## src/rtl/store_buffer_unit_if.sv

```systemverilog
// Store-request, exception and data-memory signals of the store buffer unit.
// The slave modport is the buffer's view; the master modport is the view of
// the pipeline/memory environment around it.
interface store_buffer_unit_if #(
    parameter int DW = 32,
    parameter int AW = 32
);
    localparam int NB = DW / 8;

    logic          st_valid;
    logic          st_ready;
    logic [5:0]    st_op;
    logic [AW-1:0] st_addr;
    logic [DW-1:0] st_data;

    logic          exc_valid;
    logic [AW-1:0] exc_addr;

    logic          mem_valid;
    logic          mem_ready;
    logic [AW-1:0] mem_addr;
    logic [DW-1:0] mem_wdata;
    logic [NB-1:0] mem_be;

    modport slave (
        input  st_valid, st_op, st_addr, st_data, mem_ready,
        output st_ready, exc_valid, exc_addr, mem_valid, mem_addr, mem_wdata, mem_be
    );

    modport master (
        output st_valid, st_op, st_addr, st_data, mem_ready,
        input  st_ready, exc_valid, exc_addr, mem_valid, mem_addr, mem_wdata, mem_be
    );
endinterface

```

## src/rtl/store_buffer_unit.sv

```systemverilog
// Store buffer unit: decodes sb/sh/sw/sd into lane-aligned data and byte
// enables, raises AdES on misaligned stores, and queues stores in a combining
// FIFO that drains to data memory over valid/ready. Also flags loads that hit
// a queued word so the pipeline can stall them.
module store_buffer_unit #(
    parameter int DW    = 32,
    parameter int AW    = 32,
    parameter int DEPTH = 4
) (
    input  logic                   clk,
    input  logic                   rst_n,
    store_buffer_unit_if.slave     bus,
    input  logic [AW-1:0]          ld_addr_i,
    output logic                   ld_hit_o,
    output logic [$clog2(DEPTH):0] count_o,
    output logic                   empty_o
);
    localparam int NB  = DW / 8;
    localparam int OB  = $clog2(NB);
    localparam int PW  = $clog2(DEPTH);
    localparam int CW  = PW + 1;
    localparam int WAW = AW - OB;

    localparam logic [5:0] OP_SB = 6'h28;
    localparam logic [5:0] OP_SH = 6'h29;
    localparam logic [5:0] OP_SW = 6'h2b;
    localparam logic [5:0] OP_SD = 6'h3f;

    // Entry storage and queue state
    logic [WAW-1:0]   addr_q [DEPTH];
    logic [DW-1:0]    data_q [DEPTH];
    logic [NB-1:0]    be_q   [DEPTH];
    logic [DEPTH-1:0] valid_q;
    logic [PW-1:0]    head_q, head_d;
    logic [PW-1:0]    tail_q, tail_d;
    logic [CW-1:0]    count_q, count_d;
    logic             exc_valid_q;
    logic [AW-1:0]    exc_addr_q;

    // Decoded request
    logic [OB-1:0]  off;
    logic [WAW-1:0] word_addr;
    logic           op_legal;
    logic           misaligned;
    logic [NB-1:0]  size_be;
    logic [DW-1:0]  size_mask;
    logic [NB-1:0]  new_be;
    logic [DW-1:0]  new_data;

    // Queue control
    logic          st_ready;
    logic          mem_valid;
    logic [PW-1:0] last_idx;
    logic          accept, push, pop, combine, alloc;
    logic [DW-1:0] comb_data;

    logic unused_ld_off;
    assign unused_ld_off = ^ld_addr_i[OB-1:0];

    assign off       = bus.st_addr[OB-1:0];
    assign word_addr = bus.st_addr[AW-1:OB];
    assign last_idx  = tail_q - PW'(1);
    assign st_ready  = (count_q != CW'(DEPTH));
    assign mem_valid = (count_q != '0);

    // Decode opcode into size, alignment check and lane-shifted data/enables
    always_comb begin
        // NOTE: every variable written here gets a default first, so no path leaves it unassigned and no latch is inferred.
        op_legal   = 1'b0;
        misaligned = 1'b0;
        size_be    = '0;
        size_mask  = '0;
        case (bus.st_op)
            OP_SB: begin
                op_legal = 1'b1;
                size_be  = NB'(1);
            end
            OP_SH: begin
                op_legal   = 1'b1;
                size_be    = NB'(3);
                misaligned = off[0];
            end
            OP_SW: begin
                op_legal   = 1'b1;
                size_be    = NB'(15);
                misaligned = (off[1:0] != 2'b00);
            end
            OP_SD: begin
                op_legal   = (DW == 64);
                size_be    = '1;
                misaligned = (off != '0);
            end
            default: ;
        endcase
        for (int b = 0; b < NB; b++) begin
            size_mask[8*b +: 8] = {8{size_be[b]}};
        end
        new_be   = size_be << off;
        new_data = (bus.st_data & size_mask) << {off, 3'b000};
    end

    // Accept/combine/pop decisions and next pointer/count values
    always_comb begin
        accept  = bus.st_valid & st_ready & op_legal;
        push    = accept & ~misaligned;
        pop     = mem_valid & bus.mem_ready;
        // count>=2 guarantees the newest entry is not the head being presented.
        combine = push & (count_q >= CW'(2)) & (addr_q[last_idx] == word_addr);
        alloc   = push & ~combine;
        head_d  = pop   ? head_q + PW'(1) : head_q;
        tail_d  = alloc ? tail_q + PW'(1) : tail_q;
        count_d = count_q + CW'(alloc) - CW'(pop);
        for (int b = 0; b < NB; b++) begin
            comb_data[8*b +: 8] = new_be[b] ? new_data[8*b +: 8] : data_q[last_idx][8*b +: 8];
        end
    end

    // Pointers, count, valid bits and exception register
    always_ff @(posedge clk or negedge rst_n) begin
        if (!rst_n) begin
            head_q      <= '0;
            tail_q      <= '0;
            count_q     <= '0;
            valid_q     <= '0;
            exc_valid_q <= 1'b0;
            exc_addr_q  <= '0;
        end else begin
            // NOTE: sequential state uses non-blocking assignments so every register samples pre-edge values.
            head_q      <= head_d;
            tail_q      <= tail_d;
            count_q     <= count_d;
            exc_valid_q <= accept & misaligned;
            if (accept & misaligned) begin
                exc_addr_q <= bus.st_addr;
            end
            if (pop) begin
                valid_q[head_q] <= 1'b0;
            end
            if (alloc) begin
                valid_q[tail_q] <= 1'b1;
            end
        end
    end

    // Entry payload: written on allocate, merged on combine
    // NOTE: payload arrays are not reset; valid_q and count_q alone decide which entries are meaningful.
    always_ff @(posedge clk) begin
        if (alloc) begin
            addr_q[tail_q] <= word_addr;
            data_q[tail_q] <= new_data;
            be_q[tail_q]   <= new_be;
        end else if (combine) begin
            data_q[last_idx] <= comb_data;
            be_q[last_idx]   <= be_q[last_idx] | new_be;
        end
    end

    // Load hazard: any queued entry on the same word as the load
    always_comb begin
        ld_hit_o = 1'b0;
        for (int i = 0; i < DEPTH; i++) begin
            if (valid_q[i] && addr_q[i] == ld_addr_i[AW-1:OB]) begin
                ld_hit_o = 1'b1;
            end
        end
    end

    assign bus.st_ready  = st_ready;
    assign bus.exc_valid = exc_valid_q;
    assign bus.exc_addr  = exc_addr_q;
    assign bus.mem_valid = mem_valid;
    assign bus.mem_addr  = {addr_q[head_q], {OB{1'b0}}};
    assign bus.mem_wdata = data_q[head_q];
    assign bus.mem_be    = be_q[head_q];
    assign count_o       = count_q;
    assign empty_o       = ~mem_valid;
endmodule

```

## src/flat_wrapper.sv

```systemverilog
// flat-port wrapper written by rule: the top's interface ports become plain ports
module store_buffer_unit_flat 
#(
    parameter int DW    = 32,
    parameter int AW    = 32,
    parameter int DEPTH = 4
)
  (clk, rst_n, ld_addr_i, ld_hit_o, count_o, empty_o, bus_st_valid, bus_st_op, bus_st_addr, bus_st_data, bus_mem_ready, bus_st_ready, bus_exc_valid, bus_exc_addr, bus_mem_valid, bus_mem_addr, bus_mem_wdata, bus_mem_be);
  store_buffer_unit_if #(.DW(DW), .AW(AW)) bus_i ();
  input  logic clk;
  input  logic rst_n;
  input  logic [AW-1:0] ld_addr_i;
  output logic ld_hit_o;
  output logic [$clog2(DEPTH):0] count_o;
  output logic empty_o;
  input wire logic [$bits(bus_i.st_valid)-1:0] bus_st_valid;
  input wire logic [$bits(bus_i.st_op)-1:0] bus_st_op;
  input wire logic [$bits(bus_i.st_addr)-1:0] bus_st_addr;
  input wire logic [$bits(bus_i.st_data)-1:0] bus_st_data;
  input wire logic [$bits(bus_i.mem_ready)-1:0] bus_mem_ready;
  output wire logic [$bits(bus_i.st_ready)-1:0] bus_st_ready;
  output wire logic [$bits(bus_i.exc_valid)-1:0] bus_exc_valid;
  output wire logic [$bits(bus_i.exc_addr)-1:0] bus_exc_addr;
  output wire logic [$bits(bus_i.mem_valid)-1:0] bus_mem_valid;
  output wire logic [$bits(bus_i.mem_addr)-1:0] bus_mem_addr;
  output wire logic [$bits(bus_i.mem_wdata)-1:0] bus_mem_wdata;
  output wire logic [$bits(bus_i.mem_be)-1:0] bus_mem_be;
  assign bus_i.st_valid = bus_st_valid;
  assign bus_i.st_op = bus_st_op;
  assign bus_i.st_addr = bus_st_addr;
  assign bus_i.st_data = bus_st_data;
  assign bus_i.mem_ready = bus_mem_ready;
  assign bus_st_ready = bus_i.st_ready;
  assign bus_exc_valid = bus_i.exc_valid;
  assign bus_exc_addr = bus_i.exc_addr;
  assign bus_mem_valid = bus_i.mem_valid;
  assign bus_mem_addr = bus_i.mem_addr;
  assign bus_mem_wdata = bus_i.mem_wdata;
  assign bus_mem_be = bus_i.mem_be;
  store_buffer_unit #(.DW(DW), .AW(AW), .DEPTH(DEPTH)) u_core (.clk(clk), .rst_n(rst_n), .bus(bus_i), .ld_addr_i(ld_addr_i), .ld_hit_o(ld_hit_o), .count_o(count_o), .empty_o(empty_o));
endmodule
```

## config.mk

```make
export PLATFORM = sky130hd
export DESIGN_NAME = store_buffer_unit_flat
export DESIGN_NICKNAME = d
export VERILOG_FILES = /design/src/rtl/store_buffer_unit_if.sv /design/src/rtl/store_buffer_unit.sv /design/src/flat_wrapper.sv
export SDC_FILE = /design/constraint.sdc
export NUM_CORES = 1
export LEC_CHECK = 0
export ABC_CLOCK_PERIOD_IN_PS = 10000
export BUFFER_PORTS_ARGS = -buffer_cell sky130_fd_sc_hd__buf_2
export CAP_MARGIN = 10
export CORE_UTILIZATION = 60
export CTS_CLUSTER_DIAMETER = 80
export DETAILED_ROUTE_END_ITERATION = 8
export GPL_TIMING_DRIVEN = 0
export PLACE_DENSITY = 0.83
export REMOVE_ABC_BUFFERS = 1
export SYNTH_ARGS = -nofsm -noshare
export SYNTH_HDL_FRONTEND = slang
export SYNTH_SLANG_ARGS = --single-unit
export TNS_END_PERCENT = 10
```

## constraint.sdc

```tcl
create_clock -name clk -period 10 [get_ports clk]
set_clock_uncertainty 0.05 [all_clocks]
set_input_delay 3 -clock clk [delete_from_list [all_inputs] [get_ports clk]]
set_output_delay 3 -clock clk [all_outputs]
set_load 0.05 [all_outputs]
```

==> results.md <==
- Total wire length: 39790 µm
- Vias: 10030
- Synth Flop Type: edfxtp_1
- Longest Clk Path Bufs: 3
- Footprint of the multi-input gates: 5818 µm²
- Worst Setup End Kind: output pin
- Number of synthesized flops with an enable pin: 264
- Max VDD drop: 0.0002007 V
- Routability Congestion: 0.9255
- Total GRT Usage: 31.14%
- Final ANT Viol Nets: 0
- FF/Latch Area: 9037 µm²
- Layout net count: 1284
- CTS tree: done
- H-tree lvl count: 1
- Die ar.: 25840 µm²
- Worst-Margin Slew: 1.017 ns
- Remaining DRCs: 0
- Status: finished, final reports clean
- Syn Inst Count: 965
- Setup TNS: 0 ns
- Starting Density: 61.64%
- Post-CTS Hold Buffers: 0
- Die Y: 160.8 µm
- Clock transition at the registers of the reported paths: 0.06 ns
- First-pass GRT wire length: 59700 µm
- HP Class: reg2reg
- Pleak: 0.006443 µW
- Reg2Reg Depth: 12
- Worst slew margin: 32.21%
- Clock sink count: 308
- Drt wl/cell: 26.24 µm
- IO buf count: 209
- Distinct cells, synth: 64
- Synthesized flop and latch total: 308
- Required @ worst endpoint: 6.95 ns
- Vias per cell: 6.615
- Worst Hold Depth: 2
- Detailed placement HPWL: 27870 µm
- Area grow syn2layout: 15.89%
- Die X: 160.8 µm
- Max Slew Vio Count: 0
- Max Fanout on Critical Path: 4
- Num ports: 214
- RSZ-0062 raised after global routing: no
- Core box area: 24530 µm²
- Vias in the first global route: 9866
- Final Setup Violations: 0
- Syn avg cell area: 15.67 µm²
- Met3 Use GR: 4.804%
- Fmax: 129.2 MHz
- PD cells: 257.0 nW/µm²
- Number of max-cap violations: 0
- 1st-pass router iterations: 6
- Period utilization: 77.42%
- CTS root buf: clkbuf_16
- Share of the yosys chip area belonging to registers: 59.71%
- Fillers: 1624
- Final min period: 7.742 ns
- Yosys Warn Count: 0
- Asr flop ratio synth: 14.29%
- Post-CTS Setup Bufs: 0
- Busiest grt layer: met2
- Post-CTS sizing: 0
- Clk Latency, worst-skew pair: 0.55 ns
- CTS buffer count: 31
- Global route overflow: 0
- Mapped Area: 15120 µm²
- Critical path type: in2out
- Post-DP Area: 16560 µm²
- Row Count: 57
- GR Util met2: 51.40%
- Largest net degree at the start of global routing: 46
- Post-Layout Inst Area: 17520 µm²
- Share of post-route cells with drive strength above 1: 33.87%
- Initial antenna violation count: 3
- Critical path launch point type: primary input
- Initial DRC count: 1319
- GRT met1 Usage: 42.71%
- Worst Path Arrival: 4.69 ns
- Hold Fails Final Rpt: 0
-- flip-flops by register name, summed over array words and instances, names as in the netlist, 2 cells and up --
signal,cells
u_core.data_q,128
u_core.addr_q,120
u_core.bus.exc_addr,32
u_core.be_q,16
u_core.valid_q,4
u_core.count_o,3
u_core.head_q,2
u_core.tail_q,2
-- final timing paths --
path	to	slack [ns]	startpoint
setup / recovery	ld_hit_o	2.26	ld_addr_i[10]
hold / removal	u_core.bus.exc_addr[11]	0.44	u_core.bus.exc_addr[11]
setup reg to reg	u_core.data_q[1][20]	3.60	u_core.tail_q[0]
hold reg to reg	u_core.bus.exc_addr[11]	0.44	u_core.bus.exc_addr[11]
max in group asynchronous	u_core.head_q[0]	7.03	rst_n
min in group asynchronous	u_core.bus.exc_addr[18]	2.32	rst_n
-- critical path, stage by stage --
cell and delay, ns:
buf_2 0.14, xnor2_1 0.29, nand4_1 0.14, nor4_1 0.47, nand4_1 0.16, nand4_1 0.19
buf_2 0.30
-- layout by cell type (no fill, tap or decap), drive strengths merged, types with 13 or more instances in the layout --
cell    instances
mux2           29
a22oi          20
inv            20
and2           13
mux2i          35
xnor2          97
o21ai          27
nor2           21
edfxtp        264
a21oi          18
buf           224
xor2           50
clkbuf         42
clkinv         15
nand4          29
nand2          36
mux4           84
nor4           19
dfrtp          44
-- metal layers --
| metal | part of all wire, % | wire (µm) |
|---|---|---|
| met1 | 37 | 14800 |
| met2 | 49 | 19410 |
| met3 | 10 | 4151 |
| met4 | 3.5 | 1408 |
| met5 | 0.030 | 12 |
-- Yosys cell counts, drive strengths merged, types with 2 or more instances --
master,count,area [µm²]
o32ai,9,78.83
xnor2,97,872.1
o22ai,4,25.02
dfrtp,44,1101
inv,19,71.31
mux2i,35,350.3
a32oi,2,17.52
a2111o,2,22.52
nor4,19,125.1
a22o,4,35.03
mux2,29,326.6
buf,20,127.6
nand2,36,142.6
a21oi,18,90.09
or2,2,12.52
and3,3,18.77
nand3,10,55.05
and2,13,81.33
nand3b,2,15.01
o31ai,6,45.04
nand2b,3,18.77
nor3,6,30.03
ha,11,137.6
nor2,21,78.83
o2111ai,2,17.52
o21ai,27,146.4
a21o,4,30.03
clkbuf,38,142.6
nor2b,2,12.51
a22oi,20,150.1
a221oi,10,87.58
mux4,84,1914
nand4,29,181.4
edfxtp,264,7928
xor2,50,437.9
o221ai,3,26.28
-- power by group --
part | switching, µW | leakage [µW] | total, µW | internal, µW
Combinational | 1220 | 0.00303 | 1920 | 701
Sequential | 94.4 | 0.00295 | 1520 | 1430
Clock | 472 | 0.000455 | 1070 | 595
Total | 1780 | 0.00644 | 4500 | 2720
-- logic make-up (layout without fill, tap and decap cells) --
| kind of cell | Yosys count | count (layout) | share of synthesized area [%] |
|---|---|---|---|
| other | 1 | 4 | 0.02480 |
| XOR/XNOR | 147 | 147 | 8.663 |
| multiplexers | 148 | 148 | 17.14 |
| adder cells (fa/ha/maj) | 12 | 12 | 1.043 |
| flip-flops | 308 | 308 | 59.71 |
| buffers and inverters | 78 | 302 | 2.283 |
| AO/OA/AOI/OAI | 118 | 118 | 5.494 |
| AND/OR/NAND/NOR | 153 | 153 | 5.651 |
-- area by class of cell --
type | instances | share of cell area [%]
Sequential cell | 308 | 51.57
Clock buffer | 41 | 4.641
Inverter | 20 | 0.4284
Antenna cell | 2 | 0.02856
Tap cell | 324 | 2.313
Multi-Input combinational cell | 580 | 33.20
Clock inverter | 16 | 0.5926
Timing Repair Buffer | 225 | 7.225
-- per-stage QoR --
stage               power, µW  worst slack [ns]  hold slack (ns)  cells  util [%]
finish                   4504             2.258           0.4424   1516     71.43
global route             4649             2.300           0.4602   1516     71.43
CTS                      4500             2.326           0.4434   1510     71.25
detailed placement       3444             2.380           0.4255   1453     67.51
global placement         3465            0.2121           0.4063   1441     66.47
floorplan                2981             2.946           0.4155    908         -
No activity file was read; power rests on OpenSTA's default activity.
